File: src/rtl/mole_hit_tracker.sv
// mole_hit_tracker
//   Front end of the whack-a-mole game. It synchronizes and debounces the
//   player button and runs the mole LED on/off window. Each press that lands
//   while the mole is lit becomes a hit. Hits collect in a saturating pending
//   counter, which is offered to the register-file write injector over a
//   valid/ready handshake.
//
// Ports
//   clk          system clock
//   reset_n      asynchronous active-low reset
//   btn_n        raw asynchronous button, 0 = pressed
//   mole_led     1 while the hit window is open
//   hit_pulse    one-cycle strobe per accepted hit
//   score_valid  pending increment is non-zero
//   score_ready  consumer takes score_delta this cycle
//   score_delta  pending increment (whole value moves on a handshake)
//   miss_count   16-bit saturating miss counter; present only with
//                MOLE_MISS_COUNT_EN defined
//
// Optional feature macro: MOLE_MISS_COUNT_EN
module mole_hit_tracker #(
  parameter int DEBOUNCE_CYCLES = 250000,
  parameter int ON_CYCLES       = 25000000,
  parameter int OFF_CYCLES      = 25000000,
  parameter int SCORE_W         = 32
) (
  input  logic               clk,
  input  logic               reset_n,
  input  logic               btn_n,
  output logic               mole_led,
  output logic               hit_pulse,
  output logic               score_valid,
  input  logic               score_ready,
  output logic [SCORE_W-1:0] score_delta
`ifdef MOLE_MISS_COUNT_EN
  ,
  output logic [15:0]        miss_count
`endif
);

  localparam int DB_W = (DEBOUNCE_CYCLES > 2) ? $clog2(DEBOUNCE_CYCLES) : 1;
  localparam int TMAX = (ON_CYCLES > OFF_CYCLES) ? ON_CYCLES : OFF_CYCLES;
  localparam int TW   = $clog2(TMAX);

  localparam logic [DB_W-1:0] DB_LAST  = DB_W'(DEBOUNCE_CYCLES - 1);
  localparam logic [TW-1:0]   ON_LAST  = TW'(ON_CYCLES - 1);
  localparam logic [TW-1:0]   OFF_LAST = TW'(OFF_CYCLES - 1);

  typedef enum logic {ST_ON, ST_OFF} state_t;

  // ---------------------------------------------------------------------
  // Two-flop synchronizer. It resets to the released level.
  // ---------------------------------------------------------------------
  logic sync1, sync2;

  always_ff @(posedge clk or negedge reset_n) begin
    if (!reset_n) begin
      sync1 <= 1'b1;
      sync2 <= 1'b1;
    end else begin
      sync1 <= btn_n;
      sync2 <= sync1;
    end
  end

  // ---------------------------------------------------------------------
  // Debounce. A new level is accepted after DEBOUNCE_CYCLES consecutive
  // cycles of disagreement with the current level. press is registered
  // together with the 1->0 level change, so it is high in the first cycle
  // the debounced level reads 0.
  // ---------------------------------------------------------------------
  logic            db_level;
  logic [DB_W-1:0] db_cnt;
  logic            press;

  always_ff @(posedge clk or negedge reset_n) begin
    if (!reset_n) begin
      db_level <= 1'b1;
      db_cnt   <= '0;
      press    <= 1'b0;
    end else begin
      press <= 1'b0;
      if (sync2 == db_level) begin
        db_cnt <= '0;
      end else if (db_cnt == DB_LAST) begin
        db_cnt   <= '0;
        db_level <= sync2;
        press    <= db_level; // only the falling edge counts as a press
      end else begin
        db_cnt <= db_cnt + DB_W'(1);
      end
    end
  end

  // ---------------------------------------------------------------------
  // Mole window FSM. A press outranks the ON timeout in the same cycle.
  // ---------------------------------------------------------------------
  state_t        state;
  logic [TW-1:0] timer;
  logic          hit, on_to, off_to;

  assign hit    = (state == ST_ON) && press;
  assign on_to  = (state == ST_ON) && (timer == ON_LAST);
  assign off_to = (state == ST_OFF) && (timer == OFF_LAST);

  always_ff @(posedge clk or negedge reset_n) begin
    if (!reset_n) begin
      state     <= ST_ON;
      timer     <= '0;
      mole_led  <= 1'b1;
      hit_pulse <= 1'b0;
    end else begin
      hit_pulse <= hit;
      case (state)
        ST_ON: begin
          if (hit || on_to) begin
            state    <= ST_OFF;
            timer    <= '0;
            mole_led <= 1'b0;
          end else begin
            timer <= timer + TW'(1);
          end
        end
        ST_OFF: begin
          // A press here is a miss. It leaves state and timer alone.
          if (off_to) begin
            state    <= ST_ON;
            timer    <= '0;
            mole_led <= 1'b1;
          end else begin
            timer <= timer + TW'(1);
          end
        end
        default: begin
          state    <= ST_ON;
          timer    <= '0;
          mole_led <= 1'b1;
        end
      endcase
    end
  end

  // ---------------------------------------------------------------------
  // Pending score. A handshake moves the whole value out. A hit in the same
  // cycle starts the new total at 1, so it is not lost.
  // ---------------------------------------------------------------------
  logic [SCORE_W-1:0] pending;
  logic               handshake;

  assign score_valid = |pending;
  assign score_delta = pending;
  assign handshake   = score_valid && score_ready;

  always_ff @(posedge clk or negedge reset_n) begin
    if (!reset_n) begin
      pending <= '0;
    end else if (handshake) begin
      pending <= {{(SCORE_W-1){1'b0}}, hit};
    end else if (hit && (pending != {SCORE_W{1'b1}})) begin
      pending <= pending + SCORE_W'(1);
    end
  end

`ifdef MOLE_MISS_COUNT_EN
  // A miss is a press while dark, or an ON timeout that no press overrides.
  logic miss_evt;

  assign miss_evt = ((state == ST_OFF) && press) || (on_to && !press);

  always_ff @(posedge clk or negedge reset_n) begin
    if (!reset_n) begin
      miss_count <= '0;
    end else if (miss_evt && (miss_count != 16'hFFFF)) begin
      miss_count <= miss_count + 16'd1;
    end
  end
`endif

endmodule

File: config.mk
export PLATFORM = sky130hd
export DESIGN_NAME = mole_hit_tracker
export DESIGN_NICKNAME = d
export VERILOG_FILES = /design/src/rtl/mole_hit_tracker.sv
export SDC_FILE = /design/constraint.sdc
export NUM_CORES = 1
export LEC_CHECK = 0
export CAP_MARGIN = 20
export CORE_AREA = 2 2 101 142
export CTS_BUF_LIST = sky130_fd_sc_hd__clkbuf_8
export CTS_CLUSTER_SIZE = 28
export DETAILED_ROUTE_END_ITERATION = 16
export DIE_AREA = 0 0 103 144
export SLEW_MARGIN = 20
export SYNTH_ARGS = -nofsm -noshare
export SYNTH_HDL_FRONTEND = slang
export SYNTH_SLANG_ARGS = --single-unit
File: constraint.sdc
create_clock -name clk -period 2.2 [get_ports clk]
set_input_delay 0.44 -clock clk [delete_from_list [all_inputs] [get_ports clk]]
set_output_delay 0.44 -clock clk [all_outputs]
set_load 0.05 [all_outputs]
==> summary.txt <==
Clocking
  – Bufs on Longest Clock Path: 2
  – H-Tree Depth: 3
  – Cts bufs inserted: 9
  – Reg clk slew, reported paths: 90 ps
  – Root Buffer: clkbuf_8
  – Sink Count: 82
  – CTS tree: yes
  – Worst-Skew Late Latency: 350 ps

Synth
  – Synth warn: 0
  – Seq/Total Area, Yosys: approximately half
  – EDFF count, synth: 0
  – Cell variety after synth: between 40 and 50
  – Asr flop ratio synth: 100%
  – Main flop type after synthesis: dfrtp_1
  – Mapped Nets: 460
  – Avg Cell Area, Syn: approximately 9.4 um2
  – Synth Register Bits: 82
  – Mapped Cells: around 450
  – Netlist Area Pre-Place: 0.00426 mm2

Status
  – Failing checks: setup timing
  – Status: finished, violations left

GRT
  – Vias in the first global route: 3,754
  – Initial antenna violation count: 0
  – Largest net degree at the start of global routing: 54
  – Tot GR Track Use: approximately 15%
  – First-pass GRT wire length: 17,500 um
  – Global route overflow: 0

Drt
  – Router iterations before antenna repair: 6
  – Initial DRC Count: 155
  – Routed wire length: 10,200 um
  – Via density: 5.23
  – Wire per inst: about 14 um
  – Vias: approximately 3.7k
  – DRC: 0
  – Antenna viol nets, final: 0

STA
  – Max Clock Skew: 9.78 ps
  – Setup Viol. Count Final: 2
  – RSZ-0062 raised after global routing: yes
  – Hold Violations, Final: 0
  – Period utilization: 101%
  – Final WS setup: -11.2 ps
  – Fin crit period: 2210 ps
  – Max Freq: 452 MHz
  – Slew HR: 63.4%
  – Slew @ Worst Pin: 548 ps
  – Max Slew Vio Count: 0
  – Hold Slack: 4.62 ps

Final layout
  – Area Growth Syn to Fin: 30.0%
  – Diodes inserted: 0
  – Finished Layout Cells: 714
  – Most frequent cells in the layout: dfrtp_1 (58), nor2_1 (55), nand3_1 (30), buf_4 (29), nand2_1 (27)
  – Commonest non-fill, non-tap cell in the layout: dfrtp_1
  – Fillers: 1,354
  – Final nets: 532
  – Share of layout cells above drive strength 1: 20.0%

Pwr
  – Cell leakage power: 2.37 nW
  – Pwr/cell area: 550 mW/mm2
  – Worst vdd ir: 0.235 mV

Worst setup path
  – CP Data Arrival Time: 2500 ps
  – Critical path type: flip-flop to flip-flop
  – Req. time, crit path: about 2500 ps
  – Setup crit start kind: flip-flop
  – Critical Path Fanout Max: 7
  – Worst reg-to-reg path cell count: 7
  – Setup crit end kind: flip-flop

Floorplan
  – Die ar.: 0.0148 mm2
  – Ports: 39
  – Core Area: 0.0137 mm2
  – Row count: just over 50
  – Chip height: 144 um
  – Die Width: 103 um
  – Initial core utilization: 31.2%

Run
  – Max cap viols: 0

Place
  – Dpl cells: just under 700
  – Placer's final routability congestion estimate: 0.777
  – Post-DP HPWL: 7060 um
  – IO buf count: 38

Min path
  – Tightest Hold Check Type: primary input to asynchronous set/reset pin
==> power breakdown <==
group	switching [mW]	total, mW	internal [mW]
sequential	0.0205	1.54	1.52
combinational	0.184	0.286	0.102
clock	0.551	1.21	0.663
total	0.755	3.04	2.29
==> final timing paths <==
kind | from | endpoint | slack, ps
min in group clk | sync1 | sync2 | 360
hold / removal | reset_n | score_delta[13] | 5
hold reg to reg | sync1 | sync2 | 360
setup reg to reg | score_delta[0] | score_delta[9] | -10
setup / recovery | score_delta[0] | score_delta[9] | -10
max in group asynchronous | reset_n | sync2 | 1510
==> routing by layer <==
metal  up-vias  GRT usage [%]  wire length, um
met5         -              0                0
met4         0           5.40              203
met3        20           2.61              378
met2        88           25.1             5190
met1      1844           18.1             4430
li1       1783              -                -
==> registers in the layout, summed over array words and instances (netlist names) <==
name	flops
score_delta	32
timer	25
db_cnt	18
db_level	1
hit_pulse	1
mole_led	1
press	1
state	1
sync1	1
sync2	1
==> worst max-delay path, stage by stage (launching register included) <==
cell	delay, ps
dfrtp_2	430
buf_4	160
ha_1	210
and3_1	160
and2_1	200
and3_4	210
or4_2	630
a21oi_2	150
==> what timing repair did <==
action                                  4_1_cts  5_1_grt
hold buffers                                  0        0
endpoints found under the hold margin         0        0
pin swaps                                     3        5
buffers inserted                              9        2
endpoints found under the setup margin        1       18
gates resized for setup                      11       29
==> metrics by stage <==
step	setup slack [ps]	power (mW)	util, %	setup TNS [ps]	cell area [um2]
floorplan	9.05	1.71	-	0	4290
global placement	122	1.83	37.1	0	5060
detailed placement	98.1	1.83	37.1	0	5060
CTS	-44.3	3.07	39.6	-44.3	5400
global route	-78.1	3.18	40.6	-226	5540
finish	-11.2	3.04	40.6	-17.1	5540
==> synthesized netlist by cell type, drive strengths merged, types with 5 or more instances <==
library cell	number	area, um2
and3	9	56.3
clkbuf	7	26.3
nand2	28	108
xor2	17	149
inv	10	37.5
buf	7	47.5
or2	6	37.5
nor2	55	206
or3	19	119
o31ai	10	75.1
xnor2	24	210
nor4	16	115
nand4	26	184
a21oi	29	145
and4	5	43.8
or4	13	98.9
dfrtp	78	1950
nor3	14	70.1
nand3	30	150
o21ai	20	100
==> cells by family (layout without fill, tap and decap cells) <==
family          count (synthesis)  count (layout)  share of synthesized area (%)
fa+ha+maj                       4               4                           1.17
xor+xnor                       41              41                           8.43
flops                          82              82                           48.3
compound gates                 67              67                           9.10
mux                             2               2                          0.499
buf+inv                        25             102                           2.70
simple gates                  231             231                           29.8
==> area by class of cell <==
type                    count  area (um2)  share of cell area, %
multi-input cells         345        2200                   39.8
inverters                  11        41.3                  0.746
clock buffers              10         138                   2.49
flip-flops and latches     82        2080                   37.6
repair buffers             75         762                   13.8
well taps                 185         231                   4.18
clock inverters             6        81.3                   1.47
(Power assumes the default switching activity.)
